[config.mk]
export PLATFORM = sky130hd
export DESIGN_NAME = spi_flash_reader
export DESIGN_NICKNAME = d
export VERILOG_FILES = /design/src/rtl/spi_flash_reader.sv
export SDC_FILE = /design/constraint.sdc
export NUM_CORES = 1
export LEC_CHECK = 0
export ABC_AREA = 1
export ABC_CLOCK_PERIOD_IN_PS = 2000
export CORE_ASPECT_RATIO = 0.7
export CORE_UTILIZATION = 55
export DETAILED_ROUTE_END_ITERATION = 16
export PLACE_DENSITY = 0.79
export SYNTH_ARGS = -nofsm -noshare
export SYNTH_HDL_FRONTEND = slang
export SYNTH_SLANG_ARGS = --single-unit
[constraint.sdc]
create_clock -name wb_clk_i -period 2 [get_ports wb_clk_i]
set_input_delay 0.4 -clock wb_clk_i [delete_from_list [all_inputs] [get_ports wb_clk_i]]
set_output_delay 0.4 -clock wb_clk_i [all_outputs]
set_load 0.005 [all_outputs]
[src/rtl/spi_flash_reader.sv]
// SPI READ (0x03) initiator: sends {0x03, addr} once, then streams len bytes
// from MISO to a valid/ready byte port. Mode 0, MSB first. SCK is stretched
// while the single output byte is still unaccepted.
module spi_flash_reader #(
  parameter int unsigned CLK_DIV = 2
) (
  input  logic        wb_clk_i,
  input  logic        wb_rst_i,
  input  logic        start,
  input  logic [23:0] addr,
  input  logic [15:0] len,
  output logic        busy,
  output logic        done,
  output logic [7:0]  rd_data,
  output logic        rd_valid,
  input  logic        rd_ready,
  output logic        flash_csb,
  output logic        flash_clk,
  output logic        flash_io0,
  input  logic        flash_io1
);

  localparam logic [7:0] DIV_LAST = 8'(CLK_DIV - 1);

  typedef enum logic [2:0] {
    IDLE,
    SHIFT_OUT,
    SHIFT_IN,
    WAIT_BUF,
    CS_HOLD,
    DONE
  } state_t;

  state_t      state_q, state_d;
  logic [7:0]  div_q, div_d;
  logic        sck_q, sck_d;
  logic        csb_q, csb_d;
  logic [4:0]  bit_q, bit_d;
  logic [15:0] cnt_q, cnt_d;
  logic [31:0] sr_q, sr_d;
  logic [7:0]  rx_q, rx_d;
  logic [7:0]  rd_data_q, rd_data_d;
  logic        rd_valid_q, rd_valid_d;

  logic [31:0] cmd_word;
  logic        div_last;

  assign cmd_word = {8'h03, addr};
  assign div_last = (div_q == DIV_LAST);

  // MOSI is the MSB of the command shifter; after 32 shifts it holds zeros,
  // which gives the required low level during SHIFT_IN without a separate reg.
  assign flash_io0 = sr_q[31];
  assign flash_clk = sck_q;
  assign flash_csb = csb_q;
  assign rd_data   = rd_data_q;
  assign rd_valid  = rd_valid_q;
  assign busy      = (state_q != IDLE) && (state_q != DONE);
  assign done      = (state_q == DONE);

  // State and datapath registers with synchronous reset.
  always_ff @(posedge wb_clk_i) begin
    if (wb_rst_i) begin
      state_q    <= IDLE;
      div_q      <= '0;
      sck_q      <= 1'b0;
      csb_q      <= 1'b1;
      bit_q      <= '0;
      cnt_q      <= '0;
      sr_q       <= '0;
      rx_q       <= '0;
      rd_data_q  <= '0;
      rd_valid_q <= 1'b0;
    end else begin
      state_q    <= state_d;
      div_q      <= div_d;
      sck_q      <= sck_d;
      csb_q      <= csb_d;
      bit_q      <= bit_d;
      cnt_q      <= cnt_d;
      sr_q       <= sr_d;
      rx_q       <= rx_d;
      rd_data_q  <= rd_data_d;
      rd_valid_q <= rd_valid_d;
    end
  end

  // Next-state logic: bit-cell timing, shifting, byte hand-off and stalls.
  always_comb begin
    state_d    = state_q;
    div_d      = div_q;
    sck_d      = sck_q;
    csb_d      = csb_q;
    bit_d      = bit_q;
    cnt_d      = cnt_q;
    sr_d       = sr_q;
    rx_d       = rx_q;
    rd_data_d  = rd_data_q;
    rd_valid_d = rd_valid_q;

    if (rd_valid_q && rd_ready) begin
      rd_valid_d = 1'b0;
    end

    case (state_q)
      IDLE: begin
        if (start) begin
          if (len != 16'd0) begin
            state_d = SHIFT_OUT;
            csb_d   = 1'b0;
            sr_d    = cmd_word;
            cnt_d   = len;
            div_d   = '0;
            sck_d   = 1'b0;
            bit_d   = '0;
          end else begin
            state_d = DONE;
          end
        end
      end

      SHIFT_OUT: begin
        if (!div_last) begin
          div_d = div_q + 8'd1;
        end else if (!sck_q) begin
          sck_d = 1'b1;
          div_d = '0;
        end else begin
          sck_d = 1'b0;
          div_d = '0;
          sr_d  = {sr_q[30:0], 1'b0};
          if (bit_q == 5'd31) begin
            state_d = SHIFT_IN;
            bit_d   = '0;
          end else begin
            bit_d = bit_q + 5'd1;
          end
        end
      end

      SHIFT_IN: begin
        if (!div_last) begin
          div_d = div_q + 8'd1;
        end else if (!sck_q) begin
          div_d = '0;
          if ((bit_q == 5'd0) && rd_valid_q) begin
            state_d = WAIT_BUF;
          end else begin
            sck_d = 1'b1;
            rx_d  = {rx_q[6:0], flash_io1};
          end
        end else begin
          sck_d = 1'b0;
          div_d = '0;
          if (bit_q == 5'd7) begin
            bit_d      = '0;
            rd_data_d  = rx_q;
            rd_valid_d = 1'b1;
            cnt_d      = cnt_q - 16'd1;
            if (cnt_q == 16'd1) begin
              state_d = CS_HOLD;
            end
          end else begin
            bit_d = bit_q + 5'd1;
          end
        end
      end

      WAIT_BUF: begin
        if (!rd_valid_q) begin
          state_d = SHIFT_IN;
          div_d   = '0;
        end
      end

      CS_HOLD: begin
        if (!div_last) begin
          div_d = div_q + 8'd1;
        end else if (!rd_valid_q) begin
          csb_d   = 1'b1;
          state_d = DONE;
        end
      end

      DONE: begin
        state_d = IDLE;
      end

      default: begin
        state_d = IDLE;
      end
    endcase
  end

endmodule

---- Word-level counts from Yosys, hierarchy flattened ----
Cells that the tools add are included.
storage, ports and cells
  word-level logic and storage cells ...... 118
  register bits after elaboration ......... 83
  input bits .............................. 45
  output and inout bits ................... 14
operators by class
  reductions and logical operators ........ 22
  bitwise logic cells ..................... 2
  eq/ne operators ......................... 25
  mux-type cells .......................... 56
  $add $sub $neg .......................... 3
operators by type and width
  cell                                                                  number
  32-bit 2-to-1 mux                                                     4
  16-bit 2-to-1 mux                                                     5
  32-bit one-hot mux with 2 select lines                                1
  5-bit 2-to-1 mux                                                      8
  8-bit 2-to-1 mux                                                      5
  3-bit 2-to-1 mux                                                      13
  16-bit one-hot mux with 2 select lines                                1
  8-bit one-hot mux with 4 select lines                                 1
  2-bit != test, second input constant                                  12
  5-bit AND reduction                                                   4
  16-bit by 1-bit == test with 1-bit output, second input constant      1
  16-bit nonzero test                                                   1
  16-bit by 1-bit subtractor with 16-bit output, second input constant  1
  3-bit one-hot mux with 5 select lines                                 1
  5-bit one-hot mux with 3 select lines                                 1
  1-bit 2-to-1 mux                                                      14
  3-bit != test, second input constant                                  4
  11-bit AND reduction                                                  1
  8-bit by 1-bit adder with 8-bit output, second input constant         1
  8-bit by 1-bit == test with 1-bit output, second input constant       1
  4-bit AND reduction                                                   2
  7-bit AND reduction                                                   1
  3-bit by 2-bit == test with 1-bit output, second input constant       2
  3-bit == test, second input constant                                  2
  other kinds (15)                                                      21

---- Longest topological paths before layout ----
Gate-level depths: netlist of run 1.
  depth in word-level cells ............... 6
  mapped depth ............................ 13
  gate-level depth less buffers ........... 12

---- Worst setup path before layout of run 1 ----
No wires, ideal clock.
  kind .................................... flip-flop to flip-flop
  start ................................... register div_q[0]
  end ..................................... register sr_q[18]
  data required time ...................... 1.931 ns
  buffers on the path ..................... 2
  data arrival time ....................... 1.580 ns
  slack ................................... 0.351 ns
  library setup time ...................... 0.069 ns
  cell stages (with the launch flop) ...... 12
  clock period less this slack ............ 1.649 ns
  path through ............................ dfxtp_1 > ha_1 > nand2_1 > nor2_2 > nand2_2 > nand2_1 > nand3_2 > nor2_4 > buf_6 > buf_8 > nand3_2 > a21oi_2
between the ends
  word-level cells in the longest chain between the ends .. 3
ends and longest elaborated chain
  item                                      RTL line  text
  start: declaration                        35        logic [7:0] div_q, div_d;
  start signal: assignment                  76        div_q <= div_d;
  8-bit by 1-bit == test with 1-bit output  49        assign div_last = (div_q == DIV_LAST);
  2-bit != test (no line)                   --
  5-bit AND reduction (no line)             --
  end signal: assignment                    81        sr_q <= sr_d;
  end: declaration                          40        logic [31:0] sr_q, sr_d;
Every way passes these cells.
A chain may end at the register's enable or synchronous reset.

---- Worst setup path after layout of run 1 ----
  start ................................... register state_q[0]
  end ..................................... output port done
between the ends
  word-level cells in the longest chain between the ends .. 1
ends and longest elaborated chain
  item                      RTL line  text
  start: declaration        34        state_t state_q, state_d;
  start signal: assignment  75        state_q <= state_d;
  3-bit == test             59        assign done = (state_q == DONE);
  end: declaration          13        output logic done,
Every way passes these cells.

==> out/metrics.cfg, run 1 <==
[job]
maxCapViolCount=0

[synthesis]
synthFlopType=dfxtp_1
synth_cells=732
synthArstFlopShare_pct=0
synth_area_sq_mm=0.004933
syn_avg_cell_area_sq_um=6.740
ys_types=36
yosysWarnings=0
ys_seq_area_share_pct=33.68
syn-num-nets=784
ys_seq_elements=83
synth_edf_count=0

[timing]
slew_violations=0
worst_pin_slew_ps=481.7
fmax_mhz=522.9
rsz0062_at_grt=no
slew_headroom_pct=67.88
finalHoldViolations=0
setup_viol=0
fin_crit_ps=1912
period_share_pct=95.61
worst_slack_ps=87.71
holdWs_ps=460.9
clock_skew_ps=8.036

[clocking]
ctsHoldBuffers=0
cts.sinks=83
clkTransAtPathRegs_ps=60
clk_latency_ps=350
clock_path_buffers=2
tritoncts=built
htreeDepth=3
cts_root_buf=clkbuf_16
cts_buffers=9

[floorplan]
die_h_um=81.24
ios=59
start_util_pct=57.48
core_sq_mm=0.008583
die_w_um=115.2
rows=28
die-area_sq_mm=0.009359

[power]
power_density_mw_per_mm2=1387
pwr-share-clk_pct=19.4
seq_power_share_pct=28.4
p_int_mw=4.612
p_sw_share_pct=45.24
ir_drop_mv=0.7869
leakage_nw=2.643
p_switching_mw=3.810
combPwrFrac_pct=52.2

[cells_and_area]
nets=853
antenna_cells=0
fin_util_pct=70.74
syn_to_final_growth_pct=23.08
layout-drive-gt1-share_pct=17.12

[grt]
grt_util_met1_pct=37.67
grt-busiest-layer=met2
grt_pass1_wl_um=19820
gr-usage-met3_pct=6.418
grt_max_degree=34
antenna_found_initial=0
grtUsageTotal_pct=26.96
grt_util_met2_pct=42.47
grt_pass1_vias=4312
grt.overflow.total=0

[worst_hold_path]
hold_start=sr_q[23]
min_path_type=flop to flop

[routing]
vias=4847
ant_nets=0
drcViolationCount=0
firstDrtPassIters=7
wl_per_cell_um=12.89
vias_per_cell=5.234
totalWireLength_um=11940
drt_iter0_drc=455

[critical_path]
startpoint=state_q[0]
path_buf_inv=2
rrSetupSlack_ps=170
path_max_fanout=5
startpoint_type=flop
critical_path_class=flop to primary output
path_cells=inv_1 > nor3_2 > clkdlybuf4s50_1
crit_slowest_cell=clkdlybuf4s50_1
worstSetupEndpointType=primary output
cpPeakStageDelay_ps=520
critPathRequiredTime_ps=1600
r2r_start=div_q[1]
critical_path.top_delay_family=buffers and inverters
crit_arrival_ps=1510

[placement]
routabilityCongestion=0.8920
pre_cts_ws_ps=-118.5
place_hpwl_um=8456
port_buffers=58

[status]
outcome=complete, no violations

cells in the mapped netlist (2+ instances only):
cell type | count | area (sq um)
o21ai_0 | 36 | 180.2
nand3b_1 | 3 | 22.52
o211ai_1 | 3 | 22.52
o22ai_1 | 6 | 37.54
inv_1 | 43 | 161.4
clkbuf_1 | 11 | 41.29
xnor2_1 | 3 | 26.28
nand2_1 | 223 | 837.1
nand2_4 | 3 | 33.78
nor2_1 | 107 | 401.6
nor2_2 | 4 | 25.02
nand2_2 | 7 | 43.79
inv_2 | 9 | 33.78
nor3_1 | 2 | 10.01
ha_1 | 7 | 87.58
nand3_1 | 34 | 170.2
nand3_2 | 34 | 340.3
or2_2 | 6 | 37.54
nand4_1 | 6 | 37.54
buf_12 | 2 | 40.04
buf_2 | 12 | 60.06
a21oi_1 | 52 | 260.3
nor2_4 | 7 | 78.83
xor2_1 | 6 | 52.55
dfxtp_1 | 83 | 1662
a21oi_2 | 10 | 87.58
buf_6 | 4 | 45.04
kinds of logic after synthesis:
| logic type | Yosys count | share of synthesized area (%) |
|---|---|---|
| fa+ha+maj | 7 | 1.775 |
| compound gates | 109 | 12.17 |
| buf+inv | 85 | 8.344 |
| simple gates | 439 | 42.43 |
| flops | 83 | 33.68 |
| xor+xnor | 9 | 1.598 |
timing repair:
| action | CTS | global route |
|---|---|---|
| resized for setup | 5 | 5 |
| buffers inserted | 1 | 0 |
| endpoints found under the setup margin | 2 | 16 |
| endpoints found under the hold margin | 0 | 0 |
| pin swaps | 1 | 0 |
worst paths after layout:
kind              end  cells after the start
max reg2reg  sr_q[22]                     12
min          sr_q[23]                      2
max              done                      3
min reg2reg  sr_q[23]                      2
sequential cells by signal, summed over array words and instances (netlist names):
| register | cells |
|---|---|
| rd_valid | 1 |
| rx_q | 8 |
| div_q | 8 |
| flash_csb | 1 |
| flash_clk | 1 |
| cnt_q | 16 |
| bit_q | 5 |
| state_q | 3 |
| rd_data | 8 |
| sr_q | 32 |
metal layers:
layer | routed length (um) | vias up
li1 | - | 2481
met1 | 5944 | 2211
met2 | 5158 | 146
met3 | 737 | 9
met4 | 95 | 0
met5 | 0 | -
area by class of cell:
| type | count | area, sq um |
|---|---|---|
| clock buffer | 9 | 225.2 |
| tap | 120 | 150.1 |
| multi-input combinational | 564 | 2875 |
| sequential | 83 | 1670 |
| inverter | 53 | 201.4 |
| timing repair buffer | 90 | 884.6 |
| fill | 740 | 2511 |
| clock inverter | 7 | 65.06 |
worst register-to-register path: stages, from the launching register on:
cell and delay, ps:
dfxtp_1 340, inv_1 80, ha_1 160, nand2_1 70
nor2_2 110, nand2_2 120, nand2_1 100, nand3_2 80
nor2_4 180, nand2_2 120, buf_12 180, nand2_1 110
a21oi_2 60
metrics by stage:
step	TNS [ps]	total power [mW]	instance area, sq um	instances
finish	0	8.422	6072	926
global route	0	9.063	6072	926
CTS	-2.287	8.393	6057	926
detailed placement	-3170	6.703	5749	909
global placement	-2163	6.591	5749	909
floorplan	0	5.665	4933	732
power groups by stage:
| stage | Sequential [mW] | Clock [mW] | Combinational [mW] |
|---|---|---|---|
| CTS | 2.38 | 1.66 | 4.35 |
| finish | 2.40 | 1.63 | 4.39 |
| global route | 2.43 | 1.74 | 4.89 |
| detailed placement | 2.40 | 0 | 4.30 |
| global placement | 2.38 | 0 | 4.21 |
| floorplan | 2.32 | 0 | 3.34 |
cells in the final DEF, fill, tap and decap left out, types with 2 or more instances in the layout:
cell             count
nand3_2             34
o211ai_1             3
inv_6                3
inv_1               43
xor2_1               6
nand2_2              8
inv_8                2
o22ai_1              6
nand4_1              6
a21oi_2             10
o21ai_0             36
buf_4               26
nand3b_1             3
or2_2                6
ha_1                 7
a21oi_1             52
clkbuf_16            9
xnor2_1              3
nor2_2               4
dfxtp_4              2
nand3_1             34
nor2_4               8
dfxtp_1             80
inv_2                8
nand2_1            222
nor2_1             106
nand2_4              3
buf_12               5
clkdlybuf4s50_1     56
Power figures use the tool's default switching activity.
==> inputs of run 2 (changes only) <==
--- a/config.mk
+++ b/config.mk
@@ -10,7 +10,9 @@
 export CORE_ASPECT_RATIO = 0.7
 export CORE_UTILIZATION = 55
 export DETAILED_ROUTE_END_ITERATION = 16
-export PLACE_DENSITY = 0.79
+export DONT_BUFFER_PORTS = 1
+export PLACE_DENSITY = 0.7
+export SLEW_MARGIN = 25
 export SYNTH_ARGS = -nofsm -noshare
 export SYNTH_HDL_FRONTEND = slang
 export SYNTH_SLANG_ARGS = --single-unit
==> out/metrics.cfg, run 2 (synthesis results as in run 1) <==
[grt]
grt_max_degree=53  ; +56%
grt_pass1_vias=4173  ; -3.2%
grt.overflow.total=0  ; unchanged
grt_pass1_wl_um=19460  ; -1.8%
grtUsageTotal_pct=26.41  ; -0.55 points
antenna_found_initial=0  ; unchanged

[routing]
firstDrtPassIters=5  ; -2
vias_per_cell=5.343  ; +2.1%
wl_per_cell_um=13.48  ; +4.6%
vias=4579  ; -5.5%
drcViolationCount=0  ; unchanged
drt_iter0_drc=318  ; -30%
ant_nets=0  ; unchanged
totalWireLength_um=11560  ; -3.2%

[job]
maxCapViolCount=0  ; unchanged

[critical_path]
worstSetupEndpointType=flop
startpoint_type=flop
critical_path_class=flop to flop
crit_arrival_ps=2100  ; +590 ps
path_max_fanout=11  ; +6
critPathRequiredTime_ps=2230  ; +630 ps

[power]
power.total_mw=8.331  ; -1.1%
leakage_nw=2.364  ; -11%
ir_drop_mv=0.7568  ; -3.8%
power_density_mw_per_mm2=1539  ; +11%

[cells_and_area]
syn_to_final_growth_pct=9.739
n_fill_cell=809  ; +9.3%
largest_reg_flops=32  ; unchanged
layout-drive-gt1-share_pct=16.42  ; -0.70 points
antenna_cells=0  ; unchanged
largest_register=sr_q
nets=784  ; -8.1%
reg_top3=sr_q (32), cnt_q (16)
layout_common_cells=223 x nand2_1, 106 x nor2_1, 83 x dfxtp_1
final_common_cell=nand2_1

[floorplan]
start_util_pct=57.48  ; unchanged
die_w_um=115.2  ; unchanged
die_h_um=81.24  ; unchanged
ios=59  ; unchanged
core_sq_mm=0.008583  ; unchanged
rows=28  ; unchanged
die-area_sq_mm=0.009359  ; unchanged

[status]
outcome=complete, no violations

[placement]
port_buffers=0  ; -100%
place_hpwl_um=7813  ; -7.6%
routabilityCongestion=0.9006  ; +0.96%
pre_cts_ws_ps=89.27  ; +207.8 ps

[clocking]
clkTransAtPathRegs_ps=60  ; about the same
tritoncts=built
clock_path_buffers=2  ; unchanged
cts_buffers=9  ; unchanged
ctsHoldBuffers=0  ; unchanged
htreeDepth=3  ; unchanged
cts.sinks=83  ; unchanged
cts_root_buf=clkbuf_16
clk_latency_ps=340  ; about the same

[worst_hold_path]
min_path_type=primary input to flop

[timing]
rsz0062_at_grt=yes
period_share_pct=93.50  ; -2.1 points
finalHoldViolations=0  ; unchanged
clock_skew_ps=8.238  ; +0.2016 ps
worst_pin_slew_ps=511.0  ; +29.31 ps
worst_slack_ps=130.0  ; +42.26 ps
fmax_mhz=534.7  ; +2.3%
fin_crit_ps=1870  ; -42.26 ps
slew_violations=0  ; unchanged
setup_viol=0  ; unchanged
holdWs_ps=114.5  ; -346.4 ps
slew_headroom_pct=65.93  ; -2.0 points
fin_setup_tns_ps=0  ; unchanged

==> run 2: cell types whose count changed in the layout (fill, tap and decap cells not counted), moves of 3 or more <==
cell             change
buf_12               -3
clkdlybuf4s50_1     -56
buf_4               -11
dfxtp_1              +3
==> run 2: worst paths after layout <==
| check | start | slack, ps | endpoint | depth (start not counted) |
|---|---|---|---|---|
| worst max-delay path | bit_q[0] | 130 | cnt_q[12] | 10 |
| worst min-delay path | wb_rst_i | 110 | sr_q[16] | 1 |
| worst max register to register | bit_q[0] | 130 | cnt_q[12] | 10 |
| worst min register to register | sr_q[24] | 450 | sr_q[24] | 2 |
==> run 2: per-stage QoR <==
stage / instance area [sq um] / cells / utilization, %
after floorplan: 4933 / 732 / -
after CTS: 5366 / 855 / 62.52
after detailed placement: 5034 / 839 / 58.64
final: 5414 / 857 / 63.08
after global routing: 5414 / 857 / 63.08
after global placement: 5034 / 839 / 58.64
==> run 2: worst max-delay path, cell delays in order, from the launching register on <==
cell	delay [ps]
dfxtp_1	370
ha_1	180
nand2_1	80
inv_1	80
nand2_1	140
a21oi_1	230
nand2_1	180
nor2_4	300
nand2_1	90
nand2_1	60
nor2_1	40
==> run 2: cell type report <==
cell class | count | area, sq um | share of cell area, %
timing repair buffer | 20 | 186.4 | 3.443
multi-input combinational | 565 | 2884 | 53.27
sequential | 83 | 1662 | 30.69
inverter | 53 | 198.9 | 3.675
clock buffer | 10 | 239.0 | 4.414
tap | 120 | 150.1 | 2.773
clock inverter | 6 | 93.84 | 1.733
==> run 2: report_power, final <==
group	leakage, nW	internal, mW	total (mW)	switching (mW)
Combinational	1.52	1.45	4.12	2.67
Sequential	0.678	2.06	2.37	0.312
Clock	0.165	1.14	1.84	0.697
Total	2.36	4.65	8.33	3.68
==> run 2: metal layers <==
metal  global-route usage [%]  vias up  share of wire [%]
met4                    6.623        0               0.84
li1                         -     2345                  -
met5                        0        -                  0
met3                    5.672        8                5.6
met2                    42.17      121                 43
met1                    36.33     2105                 50
==> run 2: what timing repair did <==
action,4_1_cts,5_1_grt
endpoints found under the setup margin,0,54
resized for setup,0,5
buffers inserted,0,1
==> inputs of run 3 (changes only) <==
--- a/config.mk
+++ b/config.mk
@@ -11,6 +11,7 @@
 export CORE_UTILIZATION = 55
 export DETAILED_ROUTE_END_ITERATION = 16
 export DONT_BUFFER_PORTS = 1
+export HOLD_SLACK_MARGIN = 0.05
 export PLACE_DENSITY = 0.7
 export SLEW_MARGIN = 25
 export SYNTH_ARGS = -nofsm -noshare
==> results of run 3 <==
Final layout, timing and power as in run 2 (identical DEF).
